**src/rtl/reorder_buffer.sv**
```systemverilog
// Circular reorder buffer for the Tomasulo datapath.
// Allocates tags at issue, captures CDB results, serves two operand lookups
// and retires one entry per cycle in program order to the regfile, the store
// path and fetch (mispredict flush).
// Optional feature macro: ROB_PERF_CNT_EN adds perf_commits / perf_flushes.
module reorder_buffer #(
  parameter int data_width = 16,
  parameter int tag_width  = 3
) (
  input  logic                  clk,
  input  logic                  reset,
  input  logic                  rob_write_enable,
  input  logic [3:0]            rob_opcode,
  input  logic [2:0]            rob_dest,
  input  logic [data_width-1:0] rob_value_in,
  output logic [tag_width-1:0]  rob_addr,
  output logic                  rob_full,
  input  logic [tag_width-1:0]  rob_sr1_read_addr,
  input  logic [tag_width-1:0]  rob_sr2_read_addr,
  output logic [data_width-1:0] rob_sr1_value_out,
  output logic [data_width-1:0] rob_sr2_value_out,
  output logic                  rob_sr1_valid_out,
  output logic                  rob_sr2_valid_out,
  input  logic                  cdb_valid,
  input  logic [tag_width-1:0]  cdb_tag,
  input  logic [data_width-1:0] cdb_data,
  output logic                  commit_ld_reg,
  output logic [2:0]            commit_dest,
  output logic [data_width-1:0] commit_value,
  output logic [tag_width-1:0]  commit_rob_entry,
  output logic                  commit_store,
  output logic                  flush,
  output logic [data_width-1:0] flush_pc
`ifdef ROB_PERF_CNT_EN
  ,
  output logic [31:0]           perf_commits,
  output logic [31:0]           perf_flushes
`endif
);

  localparam int DEPTH = 1 << tag_width;
  localparam logic [tag_width:0]   FULL_COUNT = (tag_width + 1)'(DEPTH);
  localparam logic [tag_width-1:0] TAG_ONE    = {{(tag_width - 1){1'b0}}, 1'b1};
  localparam logic [tag_width:0]   COUNT_ONE  = {{tag_width{1'b0}}, 1'b1};

  // lc3b opcodes the buffer needs to distinguish
  localparam logic [3:0] op_br  = 4'b0000;
  localparam logic [3:0] op_add = 4'b0001;
  localparam logic [3:0] op_and = 4'b0101;
  localparam logic [3:0] op_ldr = 4'b0110;
  localparam logic [3:0] op_str = 4'b0111;
  localparam logic [3:0] op_not = 4'b1001;
  localparam logic [3:0] op_shf = 4'b1101;
  localparam logic [3:0] op_lea = 4'b1110;

  logic [DEPTH-1:0]      valid_q, valid_d;
  logic [DEPTH-1:0]      ready_q, ready_d;
  logic [DEPTH-1:0]      mispred_q, mispred_d;
  logic [3:0]            opcode_q [DEPTH];
  logic [3:0]            opcode_d [DEPTH];
  logic [2:0]            dest_q   [DEPTH];
  logic [2:0]            dest_d   [DEPTH];
  logic [data_width-1:0] value_q  [DEPTH];
  logic [data_width-1:0] value_d  [DEPTH];

  logic [tag_width-1:0]  head_q, head_d;
  logic [tag_width-1:0]  tail_q, tail_d;
  logic [tag_width:0]    count_q, count_d;

  logic                  commit_ld_reg_q, commit_ld_reg_d;
  logic [2:0]            commit_dest_q, commit_dest_d;
  logic [data_width-1:0] commit_value_q, commit_value_d;
  logic [tag_width-1:0]  commit_rob_entry_q, commit_rob_entry_d;
  logic                  commit_store_q, commit_store_d;
  logic                  flush_q, flush_d;
  logic [data_width-1:0] flush_pc_q, flush_pc_d;

  logic                  retire;
  logic                  retire_flush;
  logic                  issue;
  logic                  cdb_hit;
  logic                  head_writes_reg;

  // Allocation status and operand lookups come straight from registered state
  always_comb begin
    rob_addr          = tail_q;
    rob_full          = (count_q == FULL_COUNT);
    rob_sr1_value_out = value_q[rob_sr1_read_addr];
    rob_sr2_value_out = value_q[rob_sr2_read_addr];
    rob_sr1_valid_out = valid_q[rob_sr1_read_addr] & ready_q[rob_sr1_read_addr];
    rob_sr2_valid_out = valid_q[rob_sr2_read_addr] & ready_q[rob_sr2_read_addr];
  end

  // Retire / issue / capture decisions; a mispredicting head blocks issue
  always_comb begin
    retire       = valid_q[head_q] & ready_q[head_q];
    retire_flush = retire & (opcode_q[head_q] == op_br) & mispred_q[head_q];
    issue        = rob_write_enable & ~rob_full & ~retire_flush;
    cdb_hit      = cdb_valid & valid_q[cdb_tag] & ~ready_q[cdb_tag];
    case (opcode_q[head_q])
      op_add, op_and, op_not, op_shf, op_ldr, op_lea: head_writes_reg = 1'b1;
      default:                                        head_writes_reg = 1'b0;
    endcase
  end

  // Next entry and pointer state; flush overrides everything else
  always_comb begin
    valid_d   = valid_q;
    ready_d   = ready_q;
    mispred_d = mispred_q;
    opcode_d  = opcode_q;
    dest_d    = dest_q;
    value_d   = value_q;
    head_d    = head_q;
    tail_d    = tail_q;
    count_d   = count_q;

    if (cdb_hit) begin
      ready_d[cdb_tag] = 1'b1;
      if (opcode_q[cdb_tag] == op_br) begin
        mispred_d[cdb_tag] = cdb_data[0];
      end else begin
        value_d[cdb_tag] = cdb_data;
      end
    end

    if (issue) begin
      valid_d[tail_q]   = 1'b1;
      ready_d[tail_q]   = (rob_opcode == op_lea);
      mispred_d[tail_q] = 1'b0;
      opcode_d[tail_q]  = rob_opcode;
      dest_d[tail_q]    = rob_dest;
      value_d[tail_q]   = rob_value_in;
      tail_d            = tail_q + TAG_ONE;
    end

    if (retire) begin
      valid_d[head_q] = 1'b0;
      ready_d[head_q] = 1'b0;
      head_d          = head_q + TAG_ONE;
    end

    case ({issue, retire})
      2'b10:   count_d = count_q + COUNT_ONE;
      2'b01:   count_d = count_q - COUNT_ONE;
      default: count_d = count_q;
    endcase

    if (retire_flush) begin
      valid_d   = '0;
      ready_d   = '0;
      mispred_d = '0;
      head_d    = '0;
      tail_d    = '0;
      count_d   = '0;
    end
  end

  // Commit outputs for the registered retire stage; all zero when idle
  always_comb begin
    commit_ld_reg_d    = retire & head_writes_reg;
    commit_store_d     = retire & (opcode_q[head_q] == op_str);
    commit_dest_d      = retire ? dest_q[head_q] : 3'd0;
    commit_value_d     = retire ? value_q[head_q] : '0;
    commit_rob_entry_d = retire ? head_q : '0;
    flush_d            = retire_flush;
    flush_pc_d         = retire_flush ? value_q[head_q] : '0;
  end

  // Entry, pointer and commit-stage registers
  always_ff @(posedge clk or posedge reset) begin
    if (reset) begin
      valid_q            <= '0;
      ready_q            <= '0;
      mispred_q          <= '0;
      for (int i = 0; i < DEPTH; i++) begin
        opcode_q[i] <= '0;
        dest_q[i]   <= '0;
        value_q[i]  <= '0;
      end
      head_q             <= '0;
      tail_q             <= '0;
      count_q            <= '0;
      commit_ld_reg_q    <= 1'b0;
      commit_dest_q      <= '0;
      commit_value_q     <= '0;
      commit_rob_entry_q <= '0;
      commit_store_q     <= 1'b0;
      flush_q            <= 1'b0;
      flush_pc_q         <= '0;
    end else begin
      valid_q            <= valid_d;
      ready_q            <= ready_d;
      mispred_q          <= mispred_d;
      opcode_q           <= opcode_d;
      dest_q             <= dest_d;
      value_q            <= value_d;
      head_q             <= head_d;
      tail_q             <= tail_d;
      count_q            <= count_d;
      commit_ld_reg_q    <= commit_ld_reg_d;
      commit_dest_q      <= commit_dest_d;
      commit_value_q     <= commit_value_d;
      commit_rob_entry_q <= commit_rob_entry_d;
      commit_store_q     <= commit_store_d;
      flush_q            <= flush_d;
      flush_pc_q         <= flush_pc_d;
    end
  end

  assign commit_ld_reg    = commit_ld_reg_q;
  assign commit_dest      = commit_dest_q;
  assign commit_value     = commit_value_q;
  assign commit_rob_entry = commit_rob_entry_q;
  assign commit_store     = commit_store_q;
  assign flush            = flush_q;
  assign flush_pc         = flush_pc_q;

`ifdef ROB_PERF_CNT_EN
  logic [31:0] perf_commits_q, perf_commits_d;
  logic [31:0] perf_flushes_q, perf_flushes_d;

  // Counters step together with the pulses they count
  always_comb begin
    perf_commits_d = perf_commits_q + {31'd0, commit_ld_reg_d | commit_store_d};
    perf_flushes_d = perf_flushes_q + {31'd0, flush_d};
  end

  // Free-running performance counter registers
  always_ff @(posedge clk or posedge reset) begin
    if (reset) begin
      perf_commits_q <= '0;
      perf_flushes_q <= '0;
    end else begin
      perf_commits_q <= perf_commits_d;
      perf_flushes_q <= perf_flushes_d;
    end
  end

  assign perf_commits = perf_commits_q;
  assign perf_flushes = perf_flushes_q;
`endif

endmodule

```
**config.mk**
```make
export PLATFORM = sky130hd
export DESIGN_NAME = reorder_buffer
export DESIGN_NICKNAME = d
export VERILOG_FILES = /design/src/rtl/reorder_buffer.sv
export SDC_FILE = /design/constraint.sdc
export NUM_CORES = 1
export LEC_CHECK = 0
export ABC_AREA = 0
export BUFFER_PORTS_ARGS = -buffer_cell sky130_fd_sc_hd__buf_2
export CAP_MARGIN = 20
export CORE_MARGIN = 4
export CORE_UTILIZATION = 40
export CTS_CLUSTER_SIZE = 30
export DETAILED_ROUTE_END_ITERATION = 7
export SKIP_CTS_REPAIR_TIMING = 1
export SLEW_MARGIN = 25
export SYNTH_ARGS = -nofsm -noshare
export SYNTH_HDL_FRONTEND = slang
export SYNTH_SLANG_ARGS = --single-unit
```
**constraint.sdc**
```tcl
create_clock -name clk -period 8.4 [get_ports clk]
set_clock_uncertainty 0.1 [all_clocks]
set_input_delay 0 -clock clk [delete_from_list [all_inputs] [get_ports clk]]
set_output_delay 0 -clock clk [all_outputs]
set_load 0.02 [all_outputs]
```
After elaboration in Yosys (flattened, before gate mapping) --
Index checks and enable logic that the tools add are counted.
Operators by class: $add $sub $neg 4, $lt $le $gt $ge 15, equal/unequal tests 11, muxes and demuxes 81, bitwise operators 26, reductions and logical operators 11
Operator list (number):
- two-way mux 128 bit | 3
- bitwise mux 128 bit | 2
- two-way mux 16 bit | 10
- binary-select mux 16 bit (select 3 bit) | 3
- demux 16 bit (select 3 bit) | 2
- two-way mux 8 bit | 11
- bitwise mux 32 bit | 1
- binary-select mux 1 bit (select 3 bit) | 9
- two-way mux 3 bit | 9
- AND 8 bit | 3
- binary-select mux 4 bit (select 3 bit) | 2
- bitwise mux 24 bit | 1
- two-way mux 4 bit | 6
- == test 4 bit (second input constant) | 5
- greater-or-equal comparator 4 bit (second input constant) | 5
- less-than comparator 3 x 4 -> 1 bit (second input constant) | 5
- inverter 3 -> 4 bit | 5
- bitwise mux 8 bit | 2
- inverter 8 bit | 2
- bitwise OR 8 bit | 2
- two-way mux 1 bit | 13
- demux 4 bit (select 3 bit) | 1
- == test 4 x 3 -> 1 bit (second input constant) | 3
- AND 1 bit | 11
- other kinds (18) | 32
Storage, ports and cells: flip-flop bits (word level) 259, input port bits 52, output and inout bits 79, logic and storage cells 185

Depth between registers and ports, before layout --
depth in word-level cells 13, gate-level depth with buffers 14

Least setup slack after synthesis --
No wires, ideal clock.
path kind flip-flop to flip-flop, start point reg count_q[1], end point reg count_q[3], library setup time 82 ps, arrival time 3263 ps, data required time 8218 ps, slack 4955 ps, cell stages (with the launch flop) 12, buffers on the path 2, period minus slack after synthesis 3445 ps, path through dfrtp_1 -> clkbuf_1 -> nor4b_1 -> nand2b_1 -> clkbuf_1 -> nand2_1 -> nand2_1 -> ha_1 -> a31oi_1 -> or4b_2 -> o21a_1 -> a31oi_1
Between the ends: cells in the longest elaborated chain, start to end 7, elaborated cells between the ends (all ways) 11, classes of those cells add/sub: 2; eq/ne: 3; mux: 2; bitwise: 3; reduce/logical: 1
RTL lines:
- from (decl) | RTL line 68 | logic [tag_width:0] count_q, count_d;
- from (signal assigned) | RTL line 200 | count_q <= count_d;
- == test 4 bit * | RTL line 87 | rob_full = (count_q == FULL_COUNT);
- via rob_full | RTL line 17 | output logic rob_full,
- inverter 1 bit * | RTL line 98 | issue = rob_write_enable & ~rob_full & ~retire_flush;
- AND 1 bit * (2 in series) | RTL line 98
- == test 2 x 1 -> 1 bit or == test 2 bit (tied branches) | RTL line 143 | case ({issue, retire})
- one-hot mux 4 bit (2 select lines) | RTL line 143
- two-way mux 4 bit | RTL line 149 | if (retire_flush) begin
Mark *: on every way through the listed nets, which the timed path passes. The rest lies on a longest branch. A chain may end at the register's enable or synchronous reset.

==> results.py <==
metrics = {
    "power": {
        "peakVddDrop_uv": 215,
        "p_leak_uw": 0.00784,
        "power_density_mw_per_mm2": 389,
    },
    "clock_tree": {
        "clk_pin_slew_ns": 0.06,
        "clk_path_buf_depth": 3,
        "cts_root_buf": "clkbuf_16",
        "cts_made_buffers": 31,
        "clock_latency_ns": 0.57,
        "cts_tree": "done",
        "clock-sinks": 259,
        "h-tree-depth": 1,
    },
    "timing": {
        "finalHoldViolCount": 45,
        "max_slew_margin": 0.274,
        "rsz0062_at_grt": "false",
        "tightest_slew_ns": 1.08,
        "fmax_ghz": 0.199,
        "period_needed_ns": 5.03,
        "holdWs_ns": -0.0364,
        "fin_setup_tns_ns": 0,
        "slew_viol_final": 0,
        "min_period_over_period": 0.599,
        "setup_viol": 0,
    },
    "hold_path": {
        "hp-class": "primary input to asynchronous set/reset pin",
    },
    "outcome": {
        "violations": "hold timing",
        "outcome": "complete, but fails checks",
    },
    "final_layout": {
        "largest_reg_flops": 128,
        "fin_cells": 1948,
        "layout_common_cells": "mux2_2 (265), dfrtp_1 (256), buf_2 (129)",
        "multi_input_area_mm2": 0.00869,
        "fin_nets": 1463,
        "nFillCells": 3514,
        "top_register": "value_q",
        "diodes": 0,
        "regArea_mm2": 0.00648,
        "final_layout_size_suffix_gt1_frac": 0.418,
        "reg_top3": "value_q: 128 flops, opcode_q: 32 flops, dest_q: 24 flops",
        "mostFrequentLayoutCell": "mux2_2",
        "area_growth_pct": 17.0,
    },
    "critical_path": {
        "crit_path_top_delay_cell": "o21a_1",
        "slowest_delay_ns": 0.80,
        "path_class": "register to register",
        "r2r_end": "value_q[5]",
        "crit_start": "head_q[1]",
        "endpoint_kind": "register",
        "crit_buf_inv": 4,
        "crit_family": "compound AO/OA/AOI/OAI gates",
        "rr_worst_depth": 9,
        "rr_startpoint": "head_q[1]",
        "cp_max_fo": 28,
        "crit_top_cell": "buf_4",
        "cp_data_arrival_time_ns": 5.37,
        "r2r_slack_ns": 3.37,
        "path_cells": "buf_4 -> inv_2 -> mux4_2 -> o21a_1 -> o311a_1 -> buf_4 -> and2_4 -> mux2_4 -> dlygate4sd3_1",
        "start_kind": "register",
        "worstPathRequired_ns": 8.74,
    },
    "floorplanning": {
        "die_h_um": 206,
        "die_area_mm2": 0.0425,
        "row_count": 72,
        "start_util": 0.405,
        "die_w_um": 206,
        "fp.coreArea_mm2": 0.0387,
        "ios": 131,
    },
    "global_routing": {
        "grt_pass1_wl_mm": 74.9,
        "grt_overflow_total": 0,
        "grt_usage": 0.232,
        "antenna_found_initial": 0,
        "grt_pass1_vias": 11500,
        "grt_max_degree": 136,
    },
    "yosys": {
        "ys.flop_type": "dfrtp_1",
        "yosysTopAreaCellShare": 0.413,
        "async_flop_share": 1.00,
        "synth.ff_latch_count": 259,
        "synth_cell_types": 75,
        "synth-edff-count": 0,
        "syn-num-nets": 1317,
        "yosys_warnings": 0,
        "netlist_area_mm2": 0.0157,
        "ys_top_cells_by_area": "dfrtp_1 (41%), mux2_2 (19%), mux4_2 (12%), mux2i_1 (5.0%), nor2_1 (1.7%)",
        "synth_top_area_cell": "dfrtp_1",
        "seq_area_frac_synth": 0.413,
        "syn_avg_cell_area_um2": 12.4,
        "syn_inst": 1261,
    },
    "placed_design": {
        "dp_hpwl_mm": 31.3,
        "finalWeightedCongestion": 0.978,
        "placed_cells": 1832,
        "port_buffers": 130,
    },
    "detailed_routing": {
        "wl_mm": 50.1,
        "antenna_left": 0,
        "post-route-drc-count": 0,
        "vias": 11800,
        "drtIter0Drc": 1185,
        "drt-pass1-iter-count": 5,
        "wire_per_inst_um": 25.7,
        "avgViaCountPerCell": 6.07,
    },
    "job": {
        "maxCapViolCount": 0,
    },
}
[worst max path at each step]
| stage | depth (start not counted) | end |
|---|---|---|
| after CTS | 8 | opcode_q[1] |
| final | 9 | value_q[5] |
| after detailed placement | 8 | dest_q[0] |
| after floorplan | 1 | commit_dest[0] |
| after global routing | 9 | value_q[5] |
| after global placement | 8 | dest_q[1] |
[cells by family after synthesis]
kind of cell / count (synthesis) / synth area share
AOI/OAI and AO/OA: 176 / 0.0746
xor gates and xnor gates: 4 / 0.00223
adders and majority gates: 4 / 0.00319
buffers and inverters: 114 / 0.0359
DFF: 259 / 0.413
muxes: 463 / 0.389
and+or+nand+nor: 241 / 0.0822
[worst reg2reg max path, delay by kind of cell (launching register included)]
kind	cells	cell delay (ns)
AO/OA/AOI/OAI	2	1.59
buffers and inverters	4	1.48
multiplexers	2	0.79
AND/OR/NAND/NOR	1	0.60
flip-flops	1	0.34
[Yosys cell counts (all sizes together), types with 2 or more instances]
library cell,number
a211o,2
a211oi,12
a21oi,51
a221oi,6
a22o,3
a22oi,2
a311oi,3
a31oi,2
a32o,2
and2,17
and3,8
and4b,2
buf,49
clkbuf,49
dfrtp,259
ha,4
inv,16
mux2,301
mux2i,80
mux4,82
nand2,37
nand2b,13
nand3,30
nand4,4
nand4b,3
nor2,69
nor2b,12
nor3,27
nor4,8
o211a,2
o211ai,3
o21a,4
o21ai,34
o221ai,11
o22ai,24
o311a,3
o311ai,2
o41ai,2
or2,2
or3,2
or4b,2
xor2,3
[per-stage QoR]
step	total power, uW	cell area (um2)	hold WS, ns	setup WS [ns]	util
final	7140	18400	-0.0364	3.37	0.474
after global routing	7550	18400	0.0508	3.29	0.474
after CTS	7040	17800	-0.422	3.59	0.458
after detailed placement	5640	16700	0.190	3.59	0.431
after global placement	5550	16700	0.185	3.73	0.431
after floorplan	4660	15700	0.0317	1.17	-
[metal layers]
layer | vias to the layer above | wire [um] | global-route usage
li1 | 5095 | - | -
met2 | 604 | 22500 | 0.351
met4 | 0 | 1250 | 0.0594
met1 | 6035 | 21800 | 0.339
met3 | 92 | 4550 | 0.0505
met5 | - | 0 | 0
[area by class of cell]
cell class                      count  area share
Multi-Input combinational cell    888       0.473
Inverter                           16     0.00395
Clock buffer                       44      0.0493
Sequential cell                   259       0.353
Timing Repair Buffer              211      0.0773
Clock inverter                     12     0.00797
Tap cell                          518      0.0353
[report_power, final]
| group | total (uW) | internal (uW) | switching, uW |
|---|---|---|---|
| logic | 3380 | 1670 | 1710 |
| clock network | 1380 | 837 | 539 |
| registers | 2380 | 1810 | 577 |
Note: power is estimated with default switching activity, not from simulation.
